<file path="config.mk">
export PLATFORM = sky130hd
export DESIGN_NAME = load_store_unit_flat
export DESIGN_NICKNAME = d
export VERILOG_FILES = /design/src/rtl/load_store_unit_pkg.sv /design/src/rtl/load_store_unit_if.sv /design/src/rtl/load_store_unit_load_align.sv /design/src/rtl/load_store_unit.sv /design/src/flat_wrapper.sv
export SDC_FILE = /design/constraint.sdc
export NUM_CORES = 1
export LEC_CHECK = 0
export BUFFER_PORTS_ARGS = -buffer_cell sky130_fd_sc_hd__buf_4
export CAP_MARGIN = 20
export CORE_UTILIZATION = 53
export DETAILED_ROUTE_END_ITERATION = 8
export GPL_ROUTABILITY_DRIVEN = 0
export PLACE_DENSITY = 0.86
export SLEW_MARGIN = 20
export SYNTH_ARGS = -nofsm -noshare
export SYNTH_HDL_FRONTEND = slang
export SYNTH_SLANG_ARGS = --single-unit
</file>
<file path="constraint.sdc">
create_clock -name clk -period 3.5 [get_ports clk]
set_input_delay 0.35 -clock clk [delete_from_list [all_inputs] [get_ports clk]]
set_output_delay 0.35 -clock clk [all_outputs]
set_load 0.005 [all_outputs]
</file>
<file path="src/rtl/load_store_unit_pkg.sv">
// ============================================================================
// Module   : load_store_unit_pkg
// Purpose  : Shared definitions for the RV32I load/store unit: funct3 width
//            codes, the FSM state encoding and the access legality check.
// Ports    : none (package)
// Revision : 1.0 - initial release
// ============================================================================
`default_nettype none

package load_store_unit_pkg;

  // RV32I funct3 width/sign codes for LOAD/STORE
  localparam logic [2:0] F3_B  = 3'b000;
  localparam logic [2:0] F3_H  = 3'b001;
  localparam logic [2:0] F3_W  = 3'b010;
  localparam logic [2:0] F3_BU = 3'b100;
  localparam logic [2:0] F3_HU = 3'b101;

  typedef enum logic [1:0] {
    ST_IDLE  = 2'd0,
    ST_BUS   = 2'd1,
    ST_WB    = 2'd2,
    ST_FAULT = 2'd3
  } lsu_state_t;

  // 1 when funct3 is legal for the op type and the address is naturally
  // aligned for the access width.
  function automatic logic access_ok(input logic       store,
                                     input logic [2:0] funct3,
                                     input logic [1:0] off);
    logic ok;
    ok = 1'b0;
    case (funct3)
      F3_B:    ok = 1'b1;
      F3_H:    ok = !off[0];
      F3_W:    ok = (off == 2'b00);
      F3_BU:   ok = !store;
      F3_HU:   ok = !store && !off[0];
      default: ok = 1'b0;
    endcase
    return ok;
  endfunction

endpackage

`default_nettype wire

</file>
<file path="src/rtl/load_store_unit_if.sv">
// ============================================================================
// Module   : load_store_unit_if
// Purpose  : Data-memory bus between the load/store unit (master) and the
//            data memory (slave). Single outstanding valid/ready transaction.
// Signals  : valid  - master request
//            ready  - slave completion
//            addr   - word-aligned address
//            wdata  - lane-shifted store data
//            wstrb  - byte enables (0000 for loads)
//            rdata  - read word, meaningful while ready=1
// Revision : 1.0 - initial release
// ============================================================================
`default_nettype none

interface load_store_unit_if;
  logic        valid;
  logic        ready;
  logic [31:0] addr;
  logic [31:0] wdata;
  logic [3:0]  wstrb;
  logic [31:0] rdata;

  modport master (output valid, addr, wdata, wstrb, input ready, rdata);
  modport slave  (input valid, addr, wdata, wstrb, output ready, rdata);
endinterface

`default_nettype wire

</file>
<file path="src/rtl/load_store_unit_load_align.sv">
// ============================================================================
// Module   : load_align
// Purpose  : Combinational load formatter. Selects the byte/halfword lane of
//            the read word by the low address bits and sign- or zero-extends
//            it according to funct3. Word loads pass through unchanged.
// Ports    : rdata    in  32  read word from the bus
//            byte_off in  2   address bits [1:0]
//            funct3   in  3   RV32I load width/sign code
//            result   out 32  formatted register value
// Revision : 1.0 - initial release
// ============================================================================
`default_nettype none

module load_align
  import load_store_unit_pkg::*;
(
  input  logic [31:0] rdata,
  input  logic [1:0]  byte_off,
  input  logic [2:0]  funct3,
  output logic [31:0] result
);

  // Move the addressed lane down to bit 0 so all widths extract from [15:0].
  logic [31:0] w_shifted;
  assign w_shifted = rdata >> {byte_off, 3'b000};

  always_comb begin
    result = rdata;
    case (funct3)
      F3_B:    result = {{24{w_shifted[7]}},  w_shifted[7:0]};
      F3_H:    result = {{16{w_shifted[15]}}, w_shifted[15:0]};
      F3_BU:   result = {24'b0, w_shifted[7:0]};
      F3_HU:   result = {16'b0, w_shifted[15:0]};
      default: result = rdata;
    endcase
  end

endmodule

`default_nettype wire

</file>
<file path="src/rtl/load_store_unit.sv">
// ============================================================================
// Module   : load_store_unit
// Purpose  : RV32I memory stage. Accepts one load/store from execute, runs a
//            valid/ready transaction on the data bus, formats load data and
//            produces a single-cycle register-file write. Misaligned/illegal
//            ops and bus timeouts retire as one-cycle fault pulses.
// Ports    : clk, resetn                  clock, async active-low reset
//            req_valid/req_ready          execute handshake
//            req_store/funct3/addr/wdata/rd  latched request fields
//            mem (master modport)         data-memory bus
//            wb_en/wb_rd/wb_data          register-file write port
//            done                         op retired (load, store or fault)
//            misaligned                   misaligned access / illegal funct3
//            access_fault                 bus timeout
// Revision : 1.0 - initial release
// ============================================================================
`default_nettype none

module load_store_unit
  import load_store_unit_pkg::*;
#(
  parameter int XLEN    = 32,  // only 32 is supported
  parameter int TIMEOUT = 16   // 0 disables the bus timeout
) (
  input  logic             clk,
  input  logic             resetn,
  input  logic             req_valid,
  output logic             req_ready,
  input  logic             req_store,
  input  logic [2:0]       req_funct3,
  input  logic [XLEN-1:0]  req_addr,
  input  logic [XLEN-1:0]  req_wdata,
  input  logic [4:0]       req_rd,
  load_store_unit_if.master mem,
  output logic             wb_en,
  output logic [4:0]       wb_rd,
  output logic [XLEN-1:0]  wb_data,
  output logic             done,
  output logic             misaligned,
  output logic             access_fault
);

  localparam int CNT_W = (TIMEOUT > 1) ? $clog2(TIMEOUT + 1) : 1;

  lsu_state_t state_q, state_d;

  logic [31:0]      r_mem_addr;
  logic [31:0]      r_mem_wdata;
  logic [3:0]       r_mem_wstrb;
  logic [1:0]       r_off;
  logic [2:0]       r_funct3;
  logic [4:0]       r_rd;
  logic             r_store;
  logic             r_fault_misaligned;
  logic             r_store_done;
  logic [CNT_W-1:0] r_timer;
  logic [31:0]      r_wb_data;
  logic [4:0]       r_wb_rd;

  logic             w_req_ok;
  logic             w_accept;
  logic             w_timeout;
  logic             w_mem_valid;
  logic [31:0]      w_lane_wdata;
  logic [3:0]       w_lane_wstrb;
  logic [31:0]      w_load_result;

  assign w_req_ok = access_ok(req_store, req_funct3, req_addr[1:0]);
  assign w_accept = (state_q == ST_IDLE) && req_valid;

  // Timer holds the number of completed wait cycles; the cycle in which it
  // sits at TIMEOUT-1 is the last one mem_ready may still complete in.
  assign w_timeout = (TIMEOUT != 0) && (r_timer == CNT_W'(TIMEOUT - 1));

  // Store lane placement: narrow data is replicated across the word so the
  // strobe alone selects the lane.
  always_comb begin
    w_lane_wdata = req_wdata;
    w_lane_wstrb = 4'b1111;
    case (req_funct3)
      F3_B: begin
        w_lane_wdata = {4{req_wdata[7:0]}};
        w_lane_wstrb = 4'b0001 << req_addr[1:0];
      end
      F3_H: begin
        w_lane_wdata = {2{req_wdata[15:0]}};
        w_lane_wstrb = 4'b0011 << req_addr[1:0];
      end
      default: ;
    endcase
    if (!req_store) begin
      w_lane_wstrb = 4'b0000;
    end
  end

  load_align u_load_align (
    .rdata    (mem.rdata),
    .byte_off (r_off),
    .funct3   (r_funct3),
    .result   (w_load_result)
  );

  // State register
  always_ff @(posedge clk or negedge resetn) begin
    if (!resetn) begin
      state_q <= ST_IDLE;
    end else begin
      state_q <= state_d;
    end
  end

  // Next state and state-decoded outputs
  always_comb begin
    state_d      = state_q;
    req_ready    = 1'b0;
    w_mem_valid  = 1'b0;
    wb_en        = 1'b0;
    done         = 1'b0;
    misaligned   = 1'b0;
    access_fault = 1'b0;
    case (state_q)
      ST_IDLE: begin
        req_ready = 1'b1;
        done      = r_store_done;
        if (req_valid) begin
          state_d = w_req_ok ? ST_BUS : ST_FAULT;
        end
      end
      ST_BUS: begin
        w_mem_valid = 1'b1;
        if (mem.ready) begin
          state_d = r_store ? ST_IDLE : ST_WB;
        end else if (w_timeout) begin
          state_d = ST_FAULT;
        end
      end
      ST_WB: begin
        wb_en   = (r_rd != 5'd0);
        done    = 1'b1;
        state_d = ST_IDLE;
      end
      ST_FAULT: begin
        done         = 1'b1;
        misaligned   = r_fault_misaligned;
        access_fault = !r_fault_misaligned;
        state_d      = ST_IDLE;
      end
      default: state_d = ST_IDLE;
    endcase
  end

  // Request capture, bus timer and writeback registers
  always_ff @(posedge clk or negedge resetn) begin
    if (!resetn) begin
      r_mem_addr         <= '0;
      r_mem_wdata        <= '0;
      r_mem_wstrb        <= '0;
      r_off              <= '0;
      r_funct3           <= '0;
      r_rd               <= '0;
      r_store            <= 1'b0;
      r_fault_misaligned <= 1'b0;
      r_store_done       <= 1'b0;
      r_timer            <= '0;
      r_wb_data          <= '0;
      r_wb_rd            <= '0;
    end else begin
      r_store_done <= 1'b0;
      if (w_accept) begin
        r_mem_addr         <= {req_addr[31:2], 2'b00};
        r_mem_wdata        <= w_lane_wdata;
        r_mem_wstrb        <= w_lane_wstrb;
        r_off              <= req_addr[1:0];
        r_funct3           <= req_funct3;
        r_rd               <= req_rd;
        r_store            <= req_store;
        r_fault_misaligned <= !w_req_ok;
        r_timer            <= '0;
      end
      if (state_q == ST_BUS) begin
        if (mem.ready) begin
          if (r_store) begin
            r_store_done <= 1'b1;
          end else begin
            r_wb_data <= w_load_result;
            r_wb_rd   <= r_rd;
          end
        end else if (TIMEOUT != 0) begin
          r_timer <= r_timer + CNT_W'(1);
        end
      end
    end
  end

  assign mem.valid = w_mem_valid;
  assign mem.addr  = r_mem_addr;
  assign mem.wdata = r_mem_wdata;
  assign mem.wstrb = r_mem_wstrb;
  assign wb_rd     = r_wb_rd;
  assign wb_data   = r_wb_data;

endmodule

`default_nettype wire

</file>
<file path="src/flat_wrapper.sv">
// flat-port wrapper written by rule: the top's interface ports become plain ports
module load_store_unit_flat import load_store_unit_pkg::*;
#(
  parameter int XLEN    = 32,                         
  parameter int TIMEOUT = 16                                
)
  (clk, resetn, req_valid, req_ready, req_store, req_funct3, req_addr, req_wdata, req_rd, wb_en, wb_rd, wb_data, done, misaligned, access_fault, mem_valid, mem_addr, mem_wdata, mem_wstrb, mem_ready, mem_rdata);
  load_store_unit_if mem_i ();
  input  logic clk;
  input  logic resetn;
  input  logic req_valid;
  output logic req_ready;
  input  logic req_store;
  input  logic [2:0] req_funct3;
  input  logic [XLEN-1:0] req_addr;
  input  logic [XLEN-1:0] req_wdata;
  input  logic [4:0] req_rd;
  output logic wb_en;
  output logic [4:0] wb_rd;
  output logic [XLEN-1:0] wb_data;
  output logic done;
  output logic misaligned;
  output logic access_fault;
  output wire logic [$bits(mem_i.valid)-1:0] mem_valid;
  output wire logic [$bits(mem_i.addr)-1:0] mem_addr;
  output wire logic [$bits(mem_i.wdata)-1:0] mem_wdata;
  output wire logic [$bits(mem_i.wstrb)-1:0] mem_wstrb;
  input wire logic [$bits(mem_i.ready)-1:0] mem_ready;
  input wire logic [$bits(mem_i.rdata)-1:0] mem_rdata;
  assign mem_valid = mem_i.valid;
  assign mem_addr = mem_i.addr;
  assign mem_wdata = mem_i.wdata;
  assign mem_wstrb = mem_i.wstrb;
  assign mem_i.ready = mem_ready;
  assign mem_i.rdata = mem_rdata;
  load_store_unit #(.XLEN(XLEN), .TIMEOUT(TIMEOUT)) u_core (.clk(clk), .resetn(resetn), .req_valid(req_valid), .req_ready(req_ready), .req_store(req_store), .req_funct3(req_funct3), .req_addr(req_addr), .req_wdata(req_wdata), .req_rd(req_rd), .mem(mem_i), .wb_en(wb_en), .wb_rd(wb_rd), .wb_data(wb_data), .done(done), .misaligned(misaligned), .access_fault(access_fault));
endmodule
</file>
Word-level counts from Yosys, hierarchy flattened
Cells that the tools add are included.
{ "classes": {"addsub": 1, "multipliers": 0, "div": 0, "magnitude_cmp": 0, "eq_ne": 13, "shifts": 3, "mux": 23, "n_bitwise": 1, "reduce_logical": 14} }
{ "op_table": {"columns": ["op", "count"], "rows": [
  ["32-bit case mux with 4 select lines", 1],
  ["32-bit case mux with 2 select lines", 1],
  ["32-bit by 5-bit >> shifter with 16-bit output", 1],
  ["5-bit two-way mux", 3],
  ["3-bit equality test (second input constant)", 4],
  ["2-bit two-way mux", 5],
  ["1-bit two-way mux", 8],
  ["4-bit case mux with 2 select lines", 1],
  ["3-bit by 1-bit equality test with 1-bit output (second input constant)", 2],
  ["3-bit zero test", 2],
  ["2-bit case mux with 3 select lines", 1],
  ["5-bit by 1-bit adder with 5-bit output (second input constant)", 1],
  ["5-bit by 4-bit equality test with 1-bit output (second input constant)", 1],
  ["1-bit case mux with 5 select lines", 1],
  ["5-bit nonzero test", 1],
  ["2-bit equality test (second input constant)", 2],
  ["1-bit zero test", 4],
  ["2-bit zero test", 2],
  ["4-bit two-way mux", 1],
  ["1-bit by 2-bit << shifter with 4-bit output (first input constant)", 1],
  ["2-bit by 2-bit << shifter with 4-bit output (first input constant)", 1],
  ["3-bit by 2-bit equality test with 1-bit output (second input constant)", 1],
  ["3-bit by 2-bit != test with 1-bit output (second input constant)", 1],
  ["3-bit AND reduction", 1],
  ["other kinds (7)", 8]
]} }
{ "word_totals": {"regBits": 123, "latch_bits": 0, "ramBits": 0, "mem_bits_ro": 0, "inputBits": 109, "out_inout_bits": 111, "elab_cells": 68, "memories": 0} }

Longest topological paths before layout
{ "logic_depth": {"depth_word": 6, "ltp_mapped": 7, "mapped_depth_nobuf": 7} }

By module
A second synthesis with hierarchy kept.
{ "hier_totals": {"hier_cells": 578, "area_unflattened_um2": 5864.4} }
{ "by_module_without_submodules": {"columns": ["mod", "n_inst", "cells_per_inst", "area_per_inst_um2", "seq_area_each_um2"], "rows": [
  ["load_store_unit", 1, 472, 5172.5, 3078.0],
  ["load_align", 1, 106, 691.9, 0.0]
]} }

Least setup slack after synthesis
Ideal clock, no wire load.
{ "synth_path": {"path_type": "flip-flop to flip-flop", "start": "register u_core.r_off[1]", "end": "register u_core.r_wb_data[16] (netlist: u_core.wb_data[16])", "setup_ps": 125, "arrival_time_ps": 1441, "required_time_ps": 3375, "slack_ps": 1934, "path_stages_with_launch": 6, "path_buffers": 1, "period_less_slack_ps": 1566, "path_cell_list": "dfrtp_1 -> mux2i_4 -> o21ai_1 -> o31ai_4 -> buf_6 -> nand3_1"} }
{ "synth_between": {"elab_chain_cells": 2} }
{ "synth_rtl": {"columns": ["element", "line", "source"], "rows": [
  ["start, declared", "load_store_unit.sv:50", "logic [1:0] r_off;"],
  ["start signal, assigned", "load_store_unit.sv:173", "r_off <= req_addr[1:0];"],
  ["32-bit by 5-bit >> shifter with 16-bit output", "load_store_unit_load_align.sv:25", "assign w_shifted = rdata >> {byte_off, 3'b000};"],
  ["32-bit case mux with 4 select lines", "load_store_unit_load_align.sv:29", "case (funct3)"],
  ["end signal, assigned", "load_store_unit.sv:185", "r_wb_data <= w_load_result;"],
  ["end, declared", "load_store_unit.sv:57", "logic [31:0] r_wb_data;"]
]} }
Every way passes these cells.
A chain may end at the register's enable or synchronous reset.

Worst setup path after layout
{ "layout_path": {"start": "register u_core.r_off[1]", "end": "register u_core.r_wb_data[22] (netlist: u_core.wb_data[22])"} }
The elaborated chain is that of the path after synthesis.

==> results.yml <==
logic_synthesis:
  synthFlopType: "dfrtp_1"
  yosysWarnings: 0
  synth-edff-count: 0
  async_reset_ff_share_pct: 100
  synth.distinct_cells: 45
  syn_inst: 635
  synth-seq-cells: 123
  avgSynthCellArea_sq_um: 8.98
  syn-cell-area_sq_um: 5700
  ys_seq_area_share_pct: 54.0
place:
  dpl.hpwl_um: 12200
  placed_cell_area_sq_um: 7390
  portBuffers: 217
  dpl.cell_count: 954
die:
  die_area_sq_um: 11200
  core_area_sq_um: 10400
  die_x_um: 106
  dieHeight_um: 106
  start_util_pct: 55.0
  num_rows: 37
  pin_count: 220
drt:
  first_iter_violations: 372
  dr.pass1.iters: 5
  vias: 5428
  wirelength_um: 17300
  drc_errors: 0
  postRouteAntennaNets: 0
  avgViaCountPerCell: 5.50
  avgRoutedWirePerCell_um: 17.5
timing:
  setup_viol: 0
  finalSetupTns_ns: 0
  tightest_slew_ns: 0.780
  max_clock_freq_mhz: 438
  fin_worst_skew_ns: 0.00824
  drv_slew: 0
  final.min_clock_period_ns: 2.28
  finalCritPeriodShare_pct: 65.2
  rsz0062_at_grt: "false"
  hold_viol_final: 0
  timing.slew.headroom_pct: 48.0
cells_and_area:
  diodes: 0
  final_common_cell: "buf_4"
  nFillCells: 725
  multiInputGateArea_sq_um: 2440
  stdcell_area_sq_um: 7980
  drive_above_1_share_pct: 31.1
  mostFrequentLayoutCells: "buf_4, nand2_1, dfrtp_1, o21ai_0, nand3_1"
  seq_area_sq_um: 3080
  stdcell_count: 987
  final_nets: 949
  synthToLayoutAreaGrowth_pct: 40.1
clock_network:
  insertion_delay_ns: 0.50
  root_buffer: "clkbuf_8"
  cts_setup_buffers: 0
  cts_buffers: 17
  post_cts_resized: 0
  h-tree-depth: 4
  numClockSinks: 123
  path_clk_slew_ns: 0.06
  ctsHoldBuffers: 0
  tritoncts: "done"
  cts_buffer_depth: 2
power:
  peakVddDrop_v: 0.000455
  cellPowerDensity_nw_per_um2: 869
  p_leak_nw: 4.06
  power.total_mw: 6.93
worst_hold_path:
  hp-class: "in2reg"
setup_path:
  worstSetupStartpointType: "flop"
  worstSetupPathType: "reg2reg"
  slowest_delay_ns: 0.79
  required_ns: 3.84
  cp_max_fo: 16
  critPathArrivalTime_ns: 2.62
  end_kind: "flop"
  slowest_stage: "dfrtp_1"
  crit_chain: "mux2i_4 -> o21ai_1 -> o31ai_4 -> nand3_1"
outcome:
  outcome: "finished clean"
global_routing:
  grt_use_total_pct: 31.5
  grt.overflow.total: 0
  grt_antenna_before_repair: 0
  grt_pass1_vias: 5443
  grt_pass1_wl_um: 27100
  grt_max_degree: 82
job:
  cap_violations: 0
==> per-stage QoR <==
| stage | setup slack, ns | hold slack, ns | utilization [%] |
|---|---|---|---|
| after detailed placement | 1.26 | 0.463 | 71.2 |
| after global placement | 1.36 | 0.461 | 71.2 |
| after global routing | 1.04 | 0.0255 | 77.0 |
| final | 1.22 | 0.0341 | 77.0 |
| after CTS | 1.23 | 0.0166 | 76.8 |
| after floorplan | 1.93 | 0.0544 | - |
==> state kept, by name, indices dropped and copies added, names as in the netlist <==
| signal | count |
|---|---|
| u_core.r_fault_misaligned | 1 |
| u_core.r_rd | 5 |
| u_core.r_funct3 | 3 |
| u_core.r_off | 2 |
| u_core.mem.wdata | 32 |
| u_core.wb_rd | 5 |
| u_core.state_q | 2 |
| u_core.r_store | 1 |
| u_core.r_timer | 5 |
| u_core.mem.wstrb | 4 |
| u_core.mem.addr | 30 |
| u_core.r_store_done | 1 |
| u_core.wb_data | 32 |
==> critical path, delay by kind of cell (launching register included) <==
family             cells  cell delay (ns)
AOI/OAI and AO/OA      2             0.76
DFF                    1             0.79
muxes                  1             0.43
and+or+nand+nor        1             0.15
==> cell usage after synthesis, types with 3 or more instances <==
cell      number  area (sq um)
buf_1          4          15.0
nand2b_1       9          56.3
nand3b_1       8          60.1
a21oi_1       34           170
nor2b_1        3          18.8
nor2_1        30           113
clkbuf_1      20          75.1
and3_1         3          18.8
a22o_1         4          35.0
o21ai_1        6          30.0
mux2i_1       33           330
nand3_1       35           175
and2_1         9          56.3
nand2_1      213           800
buf_2         15          75.1
inv_1          4          15.0
dfrtp_1      123          3080
o21ai_0       48           240
==> power by group <==
part | internal (mW) | switching [mW] | total (mW)
sequential | 2.07 | 0.549 | 2.62
combinational | 1.30 | 1.29 | 2.59
clock | 1.10 | 0.629 | 1.73
==> cell type report <==
| class | count | share of cell area [%] |
|---|---|---|
| Clock buffer | 20 | 5.45 |
| Clock inverter | 12 | 1.85 |
| Inverter | 4 | 0.188 |
| Multi-Input combinational cell | 467 | 30.6 |
| Sequential cell | 123 | 38.6 |
| Tap cell | 136 | 2.13 |
| Timing Repair Buffer | 225 | 21.2 |
==> layer usage <==
metal	vias to the layer above	global-route usage [%]	share of wire, %
met5	-	0	0
met4	0	12.1	2.4
met3	39	9.77	9.2
met2	272	53.7	50
met1	2600	37.2	38
li1	2517	-	-
==> final timing paths <==
check / start / end / slack, ns / depth (start not counted)
max: u_core.r_off[1]$_DFFE_PN0P_ / u_core.wb_data[22]$_DFFE_PN0P_ / 1.22 / 4
min: req_addr[9] / u_core.mem.addr[9]$_DFFE_PN0P_ / 0.03 / 3
max reg2reg: u_core.r_off[1]$_DFFE_PN0P_ / u_core.wb_data[22]$_DFFE_PN0P_ / 1.22 / 4
min reg2reg: u_core.mem.wstrb[0]$_DFFE_PN0P_ / u_core.mem.wstrb[0]$_DFFE_PN0P_ / 0.47 / 2
max in group asynchronous: resetn / u_core.wb_data[21]$_DFFE_PN0P_ / 2.21 / 3
min in group asynchronous: resetn / u_core.wb_data[11]$_DFFE_PN0P_ / 0.45 / 2
==> cells by family (layout without fill, tap and decap cells) <==
| family | Yosys count | count (layout) | share of synthesized area [%] |
|---|---|---|---|
| and+or+nand+nor | 327 | 327 | 25.7 |
| other | 1 | 2 | 0.0658 |
| adders and majority gates | 2 | 2 | 0.439 |
| AOI/OAI and AO/OA | 101 | 101 | 9.81 |
| DFF | 123 | 123 | 54.0 |
| muxes | 35 | 35 | 6.39 |
| buffers and inverters | 46 | 261 | 3.62 |
Power figures use the tool's default switching activity.
